### src/rtl/dmem_pkg.sv
// dmem_pkg: shared size codes, FSM state encoding and default memory map for the load/store unit
package dmem_pkg;
  localparam logic [1:0] SZ_BYTE = 2'b00;
  localparam logic [1:0] SZ_HALF = 2'b01;
  localparam logic [1:0] SZ_WORD = 2'b10;
  typedef enum logic [1:0] {IDLE, RD, WR, RESP} state_t;
  localparam logic [31:0] BASE_ADDR_DEF = 32'h1001_0000;
  localparam int DEPTH_WORDS_DEF = 2048;
endpackage

### src/rtl/dmem_lane.sv
// dmem_lane: little-endian lane extraction/extension for loads and lane merge for stores
// With DMEM_BYTE_MASK_EN the store word is the replicated data plus a byte mask instead of a merged word.
module dmem_lane
  import dmem_pkg::*;
(
  input  logic [31:0] word,
  input  logic [31:0] wdata,
  input  logic [1:0]  off,
  input  logic [1:0]  size,
  input  logic        sign_ext,
  output logic [31:0] ld,
`ifdef DMEM_BYTE_MASK_EN
  output logic [3:0]  mask,
`endif
  output logic [31:0] merged
);
  logic [7:0]  b;
  logic [15:0] h;
  logic [3:0]  bm;
  logic [31:0] rep;
`ifndef DMEM_BYTE_MASK_EN
  logic [31:0] bm32;
`endif
  // select the addressed lane, extend it, and build the lane mask and replicated store data
  always_comb begin
    b = 8'(word >> {off, 3'b000});
    h = off[1] ? word[31:16] : word[15:0];
    ld = size == SZ_BYTE ? {{24{sign_ext & b[7]}}, b} :
         size == SZ_HALF ? {{16{sign_ext & h[15]}}, h} : word;
    bm = size == SZ_BYTE ? 4'b0001 << off :
         size == SZ_HALF ? (off[1] ? 4'b1100 : 4'b0011) : 4'b1111;
    rep = size == SZ_BYTE ? {4{wdata[7:0]}} :
          size == SZ_HALF ? {2{wdata[15:0]}} : wdata;
`ifdef DMEM_BYTE_MASK_EN
    mask = bm;
    merged = rep;
`else
    bm32 = {{8{bm[3]}}, {8{bm[2]}}, {8{bm[1]}}, {8{bm[0]}}};
    merged = (word & ~bm32) | (rep & bm32);
`endif
  end
endmodule

### src/rtl/dmem_lsu.sv
// dmem_lsu: load/store unit turning byte/half/word requests into word RAM accesses
// Optional DMEM_BYTE_MASK_EN: adds mem_bmask and replaces sub-word read-modify-write with masked writes.
module dmem_lsu
  import dmem_pkg::*;
#(
  parameter logic [31:0] BASE_ADDR   = BASE_ADDR_DEF,
  parameter int          DEPTH_WORDS = DEPTH_WORDS_DEF
) (
  input  logic        clk,
  input  logic        rst,
  input  logic        req,
  input  logic        we,
  input  logic [1:0]  size,
  input  logic        sign_ext,
  input  logic [31:0] addr,
  input  logic [31:0] wdata,
  output logic [31:0] rdata,
  output logic        done,
  output logic        err,
  output logic        busy,
  output logic        mem_ena,
  output logic        mem_wena,
  output logic [31:0] mem_addr,
  output logic [31:0] mem_wdata,
`ifdef DMEM_BYTE_MASK_EN
  output logic [3:0]  mem_bmask,
`endif
  input  logic [31:0] mem_rdata
);
`ifdef DMEM_BYTE_MASK_EN
  localparam state_t SUB_ST = WR;
  logic [3:0] mask;
`else
  localparam state_t SUB_ST = RD;
`endif
  state_t      state;
  logic [31:0] addr_q, wdata_q, rbuf, ld, merged, off;
  logic [1:0]  size_q;
  logic        we_q, sx_q, err_q, bad;

  dmem_lane u_lane (
    .word     (state == RD ? mem_rdata : rbuf),
    .wdata    (wdata_q),
    .off      (addr_q[1:0]),
    .size     (size_q),
    .sign_ext (sx_q),
    .ld       (ld),
`ifdef DMEM_BYTE_MASK_EN
    .mask     (mask),
`endif
    .merged   (merged)
  );

  // flag bad size, misalignment and addresses outside the RAM window for the incoming request
  always_comb begin
    off = addr - BASE_ADDR;
    bad = size == 2'b11 || (size == SZ_HALF && addr[0]) || (size == SZ_WORD && addr[1:0] != 2'b00) ||
          addr < BASE_ADDR || off >= 32'(4 * DEPTH_WORDS);
  end

  // transaction FSM with request latches, read buffer and load result register
  always_ff @(posedge clk or negedge rst) begin
    if (!rst) begin
      state   <= IDLE;
      addr_q  <= '0;
      wdata_q <= '0;
      size_q  <= '0;
      we_q    <= 1'b0;
      sx_q    <= 1'b0;
      err_q   <= 1'b0;
      rbuf    <= '0;
      rdata   <= '0;
    end else begin
      case (state)
        IDLE: if (req) begin
          addr_q  <= addr;
          wdata_q <= wdata;
          size_q  <= size;
          we_q    <= we;
          sx_q    <= sign_ext;
          err_q   <= bad;
          state   <= bad ? RESP : !we ? RD : size == SZ_WORD ? WR : SUB_ST;
        end
        RD: begin
          rbuf  <= mem_rdata;
          rdata <= we_q ? rdata : ld;
          state <= we_q ? WR : RESP;
        end
        WR:      state <= RESP;
        default: state <= IDLE;
      endcase
    end
  end

  // RAM strobes and status decoded from state alone so they never follow req combinationally
  always_comb begin
    done      = state == RESP;
    err       = done & err_q;
    busy      = state != IDLE;
    mem_ena   = state == RD;
    mem_wena  = state == WR;
    mem_addr  = busy ? {addr_q[31:2], 2'b00} : '0;
    mem_wdata = mem_wena ? merged : '0;
`ifdef DMEM_BYTE_MASK_EN
    mem_bmask = mem_wena ? mask : 4'b0000;
`endif
  end
endmodule

### config.mk
export PLATFORM = sky130hd
export DESIGN_NAME = dmem_lsu
export DESIGN_NICKNAME = d
export VERILOG_FILES = /design/src/rtl/dmem_pkg.sv /design/src/rtl/dmem_lane.sv /design/src/rtl/dmem_lsu.sv
export SDC_FILE = /design/constraint.sdc
export NUM_CORES = 1
export LEC_CHECK = 0
export CELL_PAD_IN_SITES_DETAIL_PLACEMENT = 1
export CELL_PAD_IN_SITES_GLOBAL_PLACEMENT = 2
export CORE_MARGIN = 5
export CORE_UTILIZATION = 33
export CTS_CLUSTER_DIAMETER = 150
export DETAILED_ROUTE_END_ITERATION = 16
export PLACE_DENSITY = 0.95
export SYNTH_ARGS = -nofsm -noshare
export SYNTH_HDL_FRONTEND = slang
export SYNTH_SLANG_ARGS = --single-unit
export TNS_END_PERCENT = 100
### constraint.sdc
create_clock -name clk -period 3.05 [get_ports clk]
set_clock_uncertainty 0.05 [all_clocks]
set_input_delay 0.61 -clock clk [delete_from_list [all_inputs] [get_ports clk]]
set_output_delay 0.61 -clock clk [all_outputs]
set_load 0.01 [all_outputs]
==> flow_summary.json, run 1 <==
{
  "synth.top_cell.area_share_pct": 47.4,
  "grt_pass1_vias": 6276,
  "hold_buffers": 0,
  "synth.area.top_cells": "dfrtp_1 47%, mux2_2 16%, mux2i_1 4.9%, nor2b_1 4.7%, nand2_1 3.1%",
  "ant_nets": 0,
  "switching_share_pct": 39.1,
  "antenna_found_initial": 1,
  "slew_violations": 0,
  "fill_cells": 2224,
  "slew_headroom_pct": 48.2,
  "totalPowerFinal_uw": 13000,
  "clk_latency_ns": 0.43,
  "core_um2": 21200,
  "fin_crit_sh_pct": 97.2,
  "p_clk_share_pct": 17.1,
  "root_buffer": "clkbuf_16",
  "path_max_fanout": 5,
  "die_w_um": 157,
  "grt_max_degree": 80,
  "area_growth_pct": 46.7,
  "crit_path_end_kind": "output pin",
  "instances_no_fill": 1131,
  "yosysTopAreaCell": "dfrtp_1",
  "die_y_um": 157,
  "holdCritPathClass": "primary input to asynchronous set/reset pin",
  "cts_buffer_depth": 2,
  "dr.first_iter.drc_count": 484,
  "place.gp.congestion": 0.807,
  "rows": 53,
  "wl_per_cell_um": 22.0,
  "io_pins": 204,
  "dp_hpwl_mm": 18.3,
  "htreeDepth": 4,
  "run_status": "complete, no violations",
  "yosys_warnings": 0,
  "nets": 949,
  "synthCells": 624,
  "cp.arrival_ns": 2.30,
  "critPathSlowestCell": "clkdlybuf4s50_1",
  "power_frac_seq_pct": 25.8,
  "port-buffer-count": 201,
  "holdWs_ns": 0.154,
  "synthDistinctLibCells": 48,
  "yosysSeqAreaShare_pct": 47.4,
  "dr.pass1.iters": 7,
  "drcViolationCount": 0,
  "power.density_nw_per_um2": 1240,
  "drive_gt1_share_pct": 25.4,
  "dieArea_um2": 24600,
  "maxCapViolCount": 0,
  "required_ns": 2.39,
  "overflow": 0,
  "synth_edf_count": 0,
  "wl_mm": 24.9,
  "combPwrFrac_pct": 57.1,
  "grt_usage_pct": 20.3,
  "routed_via_density": 5.21,
  "finalCriticalPeriod_ns": 2.96,
  "max_stage_delay_ns": 0.55,
  "synthArstFlopShare_pct": 100,
  "tritoncts": "built",
  "grt_pass1_wl_mm": 37.9,
  "num_vias": 5890,
  "cts_sinks": 135,
  "rr_worst_depth": 9,
  "cts_buffers": 17,
  "clk_pin_slew_worst_paths_ns": 0.06,
  "setup_viol": 0,
  "start_util_pct": 33.7,
  "ys.flop_type": "dfrtp_1",
  "worst_pin_slew_ns": 0.776,
  "hold_viol_final": 0,
  "final_cell_mix": "174 x clkdlybuf4s50_1, 132 x dfrtp_1, 80 x mux2_2, 57 x nand2_1, 53 x nor2b_1",
  "ys_ff_latch": 135,
  "setup.worst_path.class": "flip-flop to output pin",
  "synth_area_um2": 7120,
  "ir_drop_uv": 533,
  "p_leak_uw": 0.00473,
  "internal-power_uw": 7900,
  "switchingPower_uw": 5080,
  "layout_commonest_cell": "clkdlybuf4s50_1",
  "syn_avg_cell_area_um2": 11.4,
  "cp_cell_sequence": "or2_2 > a21oi_4 > buf_12 > mux2i_1 > nor2b_1 > clkdlybuf4s50_1",
  "dp_cells": 1078,
  "fmax_mhz": 337,
  "worst_setup_path_start_kind": "flip-flop"
}
registers in the layout, summed over array words and instances, names as in the netlist:
| register | flops |
|---|---|
| we_q | 1 |
| wdata_q | 32 |
| addr_q | 32 |
| err_q | 1 |
| rdata | 32 |
| state | 2 |
| sx_q | 1 |
| size_q | 2 |
| rbuf | 32 |
synthesized netlist by cell type, types with 2 or more instances:
library cell	instances
buf_2	15
o21ai_0	17
mux4_2	9
and2_1	2
a22oi_1	9
buf_6	3
ha_1	4
a31oi_1	14
nor2b_1	54
a222oi_1	7
clkbuf_1	23
a21o_1	2
a211oi_1	6
nand3_1	9
mux2_2	100
nor3_1	4
buf_1	5
o211a_1	16
nand2b_1	2
a211oi_2	10
inv_1	7
nor4_1	3
nand2_1	58
buf_4	2
dfrtp_1	135
mux2i_1	35
nor2_1	28
a21oi_1	19
a2bb2oi_1	7
stage by stage:
step	util [%]	cell area, um^2	setup WS (ns)	setup TNS [ns]
global placement	44.9	9490	0.135	0
floorplan	-	7120	0.649	0
detailed placement	44.9	9490	0.0956	0
CTS	48.5	10300	-0.0261	-0.0291
global route	49.4	10400	-0.00535	-0.00986
finish	49.4	10400	0.0862	0
area by class of cell:
type / instances / area, um^2 / share of cell area, %
tap: 275 / 344 / 3.29
multi-input combinational: 434 / 3600 / 34.5
timing repair buffer: 247 / 2450 / 23.5
antenna: 1 / 2.50 / 0.0240
sequential: 135 / 3380 / 32.4
inverter: 7 / 30.0 / 0.288
clock inverter: 12 / 165 / 1.58
clock buffer: 20 / 467 / 4.47
critical path, delay by kind of cell (launching register included):
kind / cells / cell delay (ns)
and+or+nand+nor: 2 / 0.47
AOI/OAI and AO/OA: 1 / 0.23
buffers and inverters: 2 / 0.70
DFF: 1 / 0.42
muxes: 1 / 0.07
cells by family after synthesis:
| group | Yosys count | share of synthesized area, % |
|---|---|---|
| simple gates | 168 | 11.7 |
| compound gates | 116 | 12.9 |
| mux | 144 | 23.6 |
| buf+inv | 56 | 3.65 |
| other cells | 1 | 0.0527 |
| fa+ha+maj | 4 | 0.703 |
| flops | 135 | 47.4 |
final timing paths:
check	slack (ns)	end	startpoint
worst max-delay path	0.09	mem_wdata[28]	addr_q[0]
worst min-delay path	0.15	addr_q[14]	rst
worst max register to register	0.62	rdata[18]	state[1]
worst min register to register	0.44	rdata[0]	rdata[0]
max in group asynchronous	1.99	rdata[15]	rst
min in group clk	0.44	rdata[0]	rdata[0]
per-layer routing:
| layer | vias up | wire [um] | track usage, % |
|---|---|---|---|
| li1 | 2694 | - | - |
| met1 | 2975 | 10800 | 27.3 |
| met2 | 185 | 11800 | 32.1 |
| met3 | 36 | 1710 | 5.17 |
| met4 | 0 | 602 | 6.57 |
| met5 | - | 0 | 0 |
power groups by stage:
stage               Clock [uW]  Sequential [uW]  Combinational (uW)
finish                    2220             3350                7410
global route              2350             3460                7980
detailed placement           0             3360                7040
CTS                       2250             3340                7290
floorplan                    0             3200                4120
global placement             0             3300                6900
what timing repair did:
item,CTS,global route
pin swaps,2,1
setup endpoints to repair,32,23
resized for setup,31,28
buffers inserted,6,14
gates cloned,0,0
No activity file was read; power rests on OpenSTA's default activity.
==> inputs of run 2 (changes only) <==
--- a/config.mk
+++ b/config.mk
@@ -11,6 +11,7 @@
 export CORE_UTILIZATION = 33
 export CTS_CLUSTER_DIAMETER = 150
 export DETAILED_ROUTE_END_ITERATION = 16
+export MAX_ROUTING_LAYER = met4
 export PLACE_DENSITY = 0.95
 export SYNTH_ARGS = -nofsm -noshare
 export SYNTH_HDL_FRONTEND = slang
==> flow_summary.json, run 2 (synthesis gave the netlist of run 1 again) <==
{
  "run_status": "complete, no violations",
  "dpl_cell_area_um2": 9490,
  "num_vias": 5865,
  "slew_headroom_pct": 49.3,
  "grt_usage_pct": 20.8,
  "dr.first_iter.drc_count": 495,
  "place_ws_ns": 0.0956,
  "p_leak_uw": 0.00474,
  "cp.arrival_ns": 2.33,
  "instances_no_fill": 1130,
  "cts_buffer_depth": 2,
  "worst_setup_path_start_kind": "flip-flop",
  "drive_gt1_share_pct": 25.3,
  "dp_cells": 1078,
  "cts_sinks": 135,
  "ant_nets": 0,
  "multi_input_area_um2": 3600,
  "htreeDepth": 4,
  "crit_path_end_kind": "output pin",
  "wl_mm": 24.9,
  "max_stage_delay_ns": 0.40,
  "area_growth_pct": 46.6,
  "final_cell_mix": "173 x clkdlybuf4s50_1, 132 x dfrtp_1, 80 x mux2_2, 57 x nand2_1, 53 x nor2b_1",
  "fill_cells": 2224,
  "io_pins": 204,
  "holdCritPathClass": "primary input to asynchronous set/reset pin",
  "wl_per_cell_um": 22.1,
  "dieArea_um2": 24600,
  "setup.worst_path.class": "flip-flop to output pin",
  "place.gp.congestion": 0.819,
  "clk_pin_slew_worst_paths_ns": 0.06,
  "maxCapViolCount": 0,
  "cp_cell_sequence": "inv_2 > ha_4 > buf_12 > buf_4 > mux2_2 > o211a_1 > dlygate4sd2_1",
  "dp_hpwl_mm": 18.3,
  "clk_latency_ns": 0.43,
  "nets": 948,
  "critPathSlowestCell": "dfrtp_1",
  "grt_max_degree": 80,
  "ir_drop_uv": 537,
  "hold_buffers": 0,
  "core_um2": 21200,
  "cts_buffers": 17,
  "slew_violations": 0,
  "power.density_nw_per_um2": 1240,
  "grt_pass1_wl_mm": 37.9,
  "hold_viol_final": 0,
  "rr_worst_depth": 9,
  "fin_crit_sh_pct": 98.0,
  "setup_tns_ns": 0,
  "tritoncts": "built",
  "worst_slack_ns": 0.0599,
  "dr.pass1.iters": 6,
  "rows": 53,
  "die_w_um": 157,
  "overflow": 0,
  "setup_viol": 0,
  "layout_commonest_cell": "clkdlybuf4s50_1",
  "grt_pass1_vias": 6302,
  "root_buffer": "clkbuf_16",
  "die_y_um": 157,
  "worst_pin_slew_ns": 0.760,
  "drcViolationCount": 0,
  "start_util_pct": 33.7,
  "antenna_found_initial": 1,
  "routed_via_density": 5.19,
  "totalPowerFinal_uw": 13000,
  "path_max_fanout": 17,
  "finalCriticalPeriod_ns": 2.99,
  "r2r_slack_ns": 0.59,
  "seq_area_um2": 3380,
  "crit-reg2reg-launch": "state[1]",
  "port-buffer-count": 201,
  "required_ns": 2.39,
  "fmax_mhz": 334,
  "finish.instance_area_um2": 10400,
  "timing.rr.end": "rdata[18]"
}
[run 2: cell types whose count changed in the layout (fill, tap and decap cells not counted), sizes merged]
cell | previous run | this run
buf | 47 | 46
clkdlybuf4s50 | 174 | 173
dlymetal6s2s | 17 | 18
[run 2: worst max-delay path by stage]
stage / start / end / slack (ns) / cells after the start
after floorplan: state[1] / mem_wdata[13] / 0.65 / 6
after global placement: addr_q[0] / mem_wdata[1] / 0.13 / 5
after detailed placement: addr_q[0] / mem_wdata[1] / 0.1 / 5
after CTS: state[1] / mem_wdata[15] / -0.03 / 6
after global routing: addr_q[0] / mem_wdata[28] / -0.002 / 6
final: state[1] / mem_wdata[19] / 0.06 / 7
[run 2: what timing repair did]
| action | 4_1_cts | 5_1_grt |
|---|---|---|
| setup buffers | 6 | 13 |
| pin swaps | 2 | 1 |
| endpoints found under the setup margin | 32 | 23 |
| resized for setup | 31 | 29 |
[run 2: worst max-delay path, delay by kind of cell, from the launching register on]
family,cells,cell delay (ns)
compound gates,1,0.27
mux,1,0.38
fa+ha+maj,1,0.18
flops,1,0.40
buf+inv,4,0.67
[run 2: final cells by class]
type	instances	share of cell area (%)
flip-flops and latches	135	32.4
inverters	7	0.288
diodes	1	0.0240
repair buffers	246	23.4
multi-input cells	434	34.5
well taps	275	3.30
clock inverters	12	1.58
clock buffers	20	4.47
[run 2: power by group]
group / total (uW) / leakage, uW / internal, uW / switching, uW
clock network: 2220 / 0.000300 / 1360 / 860
registers: 3350 / 0.00158 / 2720 / 628
logic: 7420 / 0.00287 / 3800 / 3620
[run 2: per-layer routing]
layer	part of all wire, %	track usage [%]	vias up
met5	0	-	-
met4	2.1	6.57	0
met3	6.1	4.56	30
met2	47	32.3	189
met1	45	27.3	2958
li1	-	-	2688
[run 2: stage by stage]
step                util, %  hold slack (ns)
floorplan                 -            0.264
global placement       44.9            0.416
detailed placement     44.9            0.421
CTS                    48.5            0.197
global route           49.3            0.223
finish                 49.3            0.141
